## src/rtl/mx_dot_accumulator.sv

```systemverilog
// rtl/mx_dot_accumulator.sv - block-scaled partial dot-product accumulator with scale alignment and saturation
// Groups N_ACC (value, exponent) partials into one saturated (mantissa, exponent) result.
module mx_dot_accumulator #(
  parameter int IN_W    = 18,
  parameter int SCALE_W = 8,
  parameter int ACC_W   = 32,
  parameter int N_ACC   = 4
) (
  input  logic                      i_clk,
  input  logic                      i_rst,
  input  logic                      i_valid,
  output logic                      o_ready,
  input  logic signed [IN_W-1:0]    i_dp,
  input  logic signed [SCALE_W-1:0] i_scale,
  output logic                      o_valid,
  input  logic                      i_ready,
  output logic signed [ACC_W-1:0]   o_acc,
  output logic signed [SCALE_W-1:0] o_scale,
  output logic                      o_ovf
);

  localparam int CNT_W = (N_ACC > 1) ? $clog2(N_ACC) : 1;
  localparam int SH_W  = (ACC_W > 1) ? $clog2(ACC_W) : 1;

  logic [CNT_W-1:0]          cnt;
  logic signed [ACC_W-1:0]   acc;
  logic signed [SCALE_W-1:0] acc_s;
  logic                      ovf_g;

  logic                      accept;
  logic                      first;
  logic                      last;
  logic signed [ACC_W-1:0]   ext_dp;
  logic signed [SCALE_W:0]   d;
  logic [SCALE_W:0]          mag;
  logic [SH_W-1:0]           sh;
  logic signed [ACC_W-1:0]   a_term;
  logic signed [ACC_W-1:0]   b_term;
  logic signed [ACC_W:0]     sum;
  logic                      sat;
  logic signed [ACC_W-1:0]   sat_sum;
  logic signed [ACC_W-1:0]   new_acc;
  logic signed [SCALE_W-1:0] new_s;
  logic                      new_ovf;

  assign o_ready = !(o_valid && !i_ready);
  assign accept  = i_valid && o_ready;
  assign first   = (cnt == '0);
  assign last    = (cnt == CNT_W'(N_ACC - 1));
  assign ext_dp  = ACC_W'(i_dp);

  // Align the operand with the smaller exponent to the larger one; shift is clamped to ACC_W-1.
  always_comb begin
    d   = $signed({i_scale[SCALE_W-1], i_scale}) - $signed({acc_s[SCALE_W-1], acc_s});
    mag = d[SCALE_W] ? $unsigned(-d) : $unsigned(d);
    if ({{(32-SCALE_W-1){1'b0}}, mag} > 32'(ACC_W - 1))
      sh = SH_W'(ACC_W - 1);
    else
      sh = mag[SH_W-1:0];
    if (!d[SCALE_W] && (d != '0)) begin
      a_term = acc >>> sh;
      b_term = ext_dp;
    end else begin
      a_term = acc;
      b_term = ext_dp >>> sh;
    end
  end

  always_comb begin
    sum = $signed({a_term[ACC_W-1], a_term}) + $signed({b_term[ACC_W-1], b_term});
    sat = (sum[ACC_W] != sum[ACC_W-1]);
    if (!sat)
      sat_sum = sum[ACC_W-1:0];
    else if (sum[ACC_W])
      sat_sum = {1'b1, {(ACC_W-1){1'b0}}};
    else
      sat_sum = {1'b0, {(ACC_W-1){1'b1}}};
  end

  always_comb begin
    if (first) begin
      new_acc = ext_dp;
      new_s   = i_scale;
      new_ovf = 1'b0;
    end else begin
      new_acc = sat_sum;
      new_s   = (!d[SCALE_W] && (d != '0)) ? i_scale : acc_s;
      new_ovf = ovf_g | sat;
    end
  end

  always_ff @(posedge i_clk or posedge i_rst) begin
    if (i_rst) begin
      cnt     <= '0;
      acc     <= '0;
      acc_s   <= '0;
      ovf_g   <= 1'b0;
      o_valid <= 1'b0;
      o_acc   <= '0;
      o_scale <= '0;
      o_ovf   <= 1'b0;
    end else begin
      if (o_valid && i_ready)
        o_valid <= 1'b0;
      if (accept) begin
        if (last) begin
          // Result loads the output register; the same edge frees the accumulator.
          o_acc   <= new_acc;
          o_scale <= new_s;
          o_ovf   <= new_ovf;
          o_valid <= 1'b1;
          cnt     <= '0;
          acc     <= '0;
          acc_s   <= '0;
          ovf_g   <= 1'b0;
        end else begin
          acc   <= new_acc;
          acc_s <= new_s;
          ovf_g <= new_ovf;
          cnt   <= cnt + 1'b1;
        end
      end
    end
  end

endmodule

```

## config.mk

```make
export PLATFORM = sky130hd
export DESIGN_NAME = mx_dot_accumulator
export DESIGN_NICKNAME = d
export VERILOG_FILES = /design/src/rtl/mx_dot_accumulator.sv
export SDC_FILE = /design/constraint.sdc
export NUM_CORES = 1
export LEC_CHECK = 0
export ABC_AREA = 0
export CAP_MARGIN = 40
export CORE_MARGIN = 2
export CORE_UTILIZATION = 41
export DETAILED_ROUTE_END_ITERATION = 10
export GPL_ROUTABILITY_DRIVEN = 0
export PLACE_DENSITY = 0.71
export SLEW_MARGIN = 40
export SYNTH_ARGS = -nofsm -noshare
export SYNTH_HDL_FRONTEND = slang
export SYNTH_SLANG_ARGS = --single-unit
```

## constraint.sdc

```tcl
create_clock -name i_clk -period 13.4 [get_ports i_clk]
set_input_delay 2.01 -clock i_clk [delete_from_list [all_inputs] [get_ports i_clk]]
set_output_delay 2.01 -clock i_clk [all_outputs]
set_load 0.01 [all_outputs]
```

==> summary.txt <==
Placement
  – HPWL after DPL: 23,700 µm
  – Placed Area: 0.0100 mm²
  – Pre-CTS WS: 2880 ps
  – PortBufs: 72

Synth
  – Post-synth EDFFs: 0
  – Primary FF master, synth: dfrtp_1
  – Biggest area consumer among synthesized cells: dfrtp_1
  – Register bit total from synthesis: 85
  – Yosys top cell area share: 23.2%
  – Syn Inst Count: 1,161
  – Synth Cell Area: 0.00915 mm²
  – Synth async-reset ratio: 100%
  – Post-synthesis sequential area ratio: 23.2%
  – Synthesized Nets: 1,236
  – Main area contributors after synthesis: dfrtp_1 (23%), mux2i_1 (9.6%), nand2_1 (7.2%)
  – Syn. warnings: 0
  – Synth cell types: 86
  – Mapped Avg Cell Area: 7.88 µm²

Worst setup path
  – Required time worst endpoint: 13,620 ps
  – Worst path max stage delay: 620 ps
  – Crit. Startpoint: i_scale[0]
  – Critical path peak fanout: 31
  – Buf+Inv Stages, Crit Path: 4
  – Crit path max-delay family: compound AO/OA/AOI/OAI gates
  – Signal arrival time at the worst endpoint: 10,380 ps
  – R2r startpoint: acc_s[0]
  – Worst reg2reg setup slack: 5050 ps
  – CP Launch Type: input pin
  – Crit Path Class: in2reg
  – Most frequent CP cell: a21o_1
  – Critical path capture point type: register
  – Slowest stage cell, crit path: a21o_2

Global route
  – Overall Global Routing Usage: 26.9%
  – Vias in the first global route: 8,921
  – Initial antenna violation count: 1
  – Global-route wire length before repair: 50,700 µm
  – Total grt overflow: 0
  – Largest net degree at the start of global routing: 60

Finish
  – Most frequent cells in the layout: nand2_1 (173), a21oi_1 (101), mux2i_1 (87)
  – Diodes inserted: 0
  – Sequential Area: 0.00213 mm²
  – Final Cell Area: 0.0103 mm²
  – Core Util, Final: 47.3%
  – Fill cell count: 2,151
  – Area of the multi-input gates: 0.00654 mm²
  – Layout cells sized above 1: 7.14%
  – Nets: 1,261
  – Commonest non-fill, non-tap cell in the layout: nand2_1
  – Area grow syn2layout: 13.1%

Routing
  – 1st-pass router iterations: 6
  – DR vias: 9,486
  – # DRC: 0
  – Routed WL: 32,300 µm
  – Initial DRC Count: 1,153
  – Vias/cell: 6.45
  – Remaining antenna violation count: 0
  – Wire per inst: 22.0 µm

CTS
  – CTS tree: done
  – PostCTS Resize Cnt: 0
  – Clk_lat worst skew: 340 ps
  – Clock buffer count from CTS: 9
  – Clock Sink Count: 85
  – Root buf cell: clkbuf_16
  – Clock transition at the registers of the reported paths: 60 ps
  – H-Tree Level Count: 3
  – Post-CTS Setup Repair Bufs: 0
  – Post-CTS Hold Buffers: 0
  – Largest buffer count on any clock path: 2

STA
  – Setup tns final: 0 ps
  – Max-slew violations: 0
  – Slew HR: 43.9%
  – Setup ws final: 3250 ps
  – Worst Tran Pin Value: 839 ps
  – Max frequency: 0.0985 GHz
  – Count of final setup violators: 0
  – Min Tclk post-route: 10,150 ps
  – Fin. Hold Viols: 0
  – Worst clock skew: 12.4 ps
  – Fin crit share: 75.8%
  – Unrepaired setup endpoints after global routing: no

Worst hold path
  – Type of the most critical hold path: reg2reg
  – HP Start: o_acc[8]

Run status
  – Status: completed

Floorplanning
  – Row cnt: 54
  – CORE AREA: 0.0219 mm²
  – Die X: 153 µm
  – Initial Utilization: 41.8%
  – Die footprint: 0.0235 mm²
  – Die Y: 153 µm
  – IO Pins: 73

Run
  – Total of max-cap violations: 0
## cells in the mapped netlist (17+ instances only)
library cell    n
buf_2          22
dfrtp_1        85
nor2_1         73
xnor2_1        22
nor3_1         20
nand3_1        17
inv_1          38
a211oi_1       21
mux2i_1        88
a21oi_1       101
clkbuf_1       46
ha_1           43
o21ai_0        76
nand2_1       175
o31ai_1        18
a21o_1         43
a22o_1         24
## logic make-up (layout without fill, tap and decap cells)
logic type / count (synthesis) / count (layout) / synth area share, %
buf+inv: 118 / 147 / 5.84
compound gates: 437 / 437 / 33.3
fa+ha+maj: 50 / 50 / 6.86
simple gates: 337 / 337 / 16.3
flops: 85 / 85 / 23.2
mux: 99 / 99 / 11.1
xor+xnor: 35 / 35 / 3.35
## per-stage QoR
stage	hold slack, ps	std cells
floorplan	460	1161
global placement	465	1454
detailed placement	475	1455
CTS	490	1470
global route	517	1470
finish	480	1470
## final timing paths
kind | to | cells past startpoint
max | o_acc[29] | 29
min | o_acc[8] | 2
max reg2reg | o_acc[29] | 27
min reg2reg | o_acc[8] | 2
max in group asynchronous | acc[5] | 3
min in group asynchronous | o_acc[28] | 2
## final cells by class
type	instances	area share (%)
multi-input cells	958	63.2
flip-flops and latches	85	20.6
repair buffers	94	8.57
well taps	280	3.39
clock buffers	10	2.31
inverters	38	1.39
clock inverters	5	0.593
## worst min-delay path, stage by stage (launching register included)
cell     delay (ps)
dfrtp_1         340
nand2_1          50
o31ai_1          50
## per-layer routing
| layer | vias up | GRT usage, % | part of all wire, % |
|---|---|---|---|
| met3 | 151 | 6.52 | 9.4 |
| li1 | 4379 | - | - |
| met2 | 508 | 41.1 | 43 |
| met1 | 4448 | 33.9 | 40 |
| met5 | - | 0 | 0 |
| met4 | 0 | 17.6 | 8.1 |
## flip-flops by register name, indices dropped and copies added, names as in the netlist
register and cells:
acc_s 8, ovf_g 1, o_valid 1, o_ovf 1
o_scale 8, acc 32, o_acc 32, cnt 2
Power is left out: the tool's default activity adds up to more than one toggle a clock period on the data nets, which glitch-free logic cannot reach.
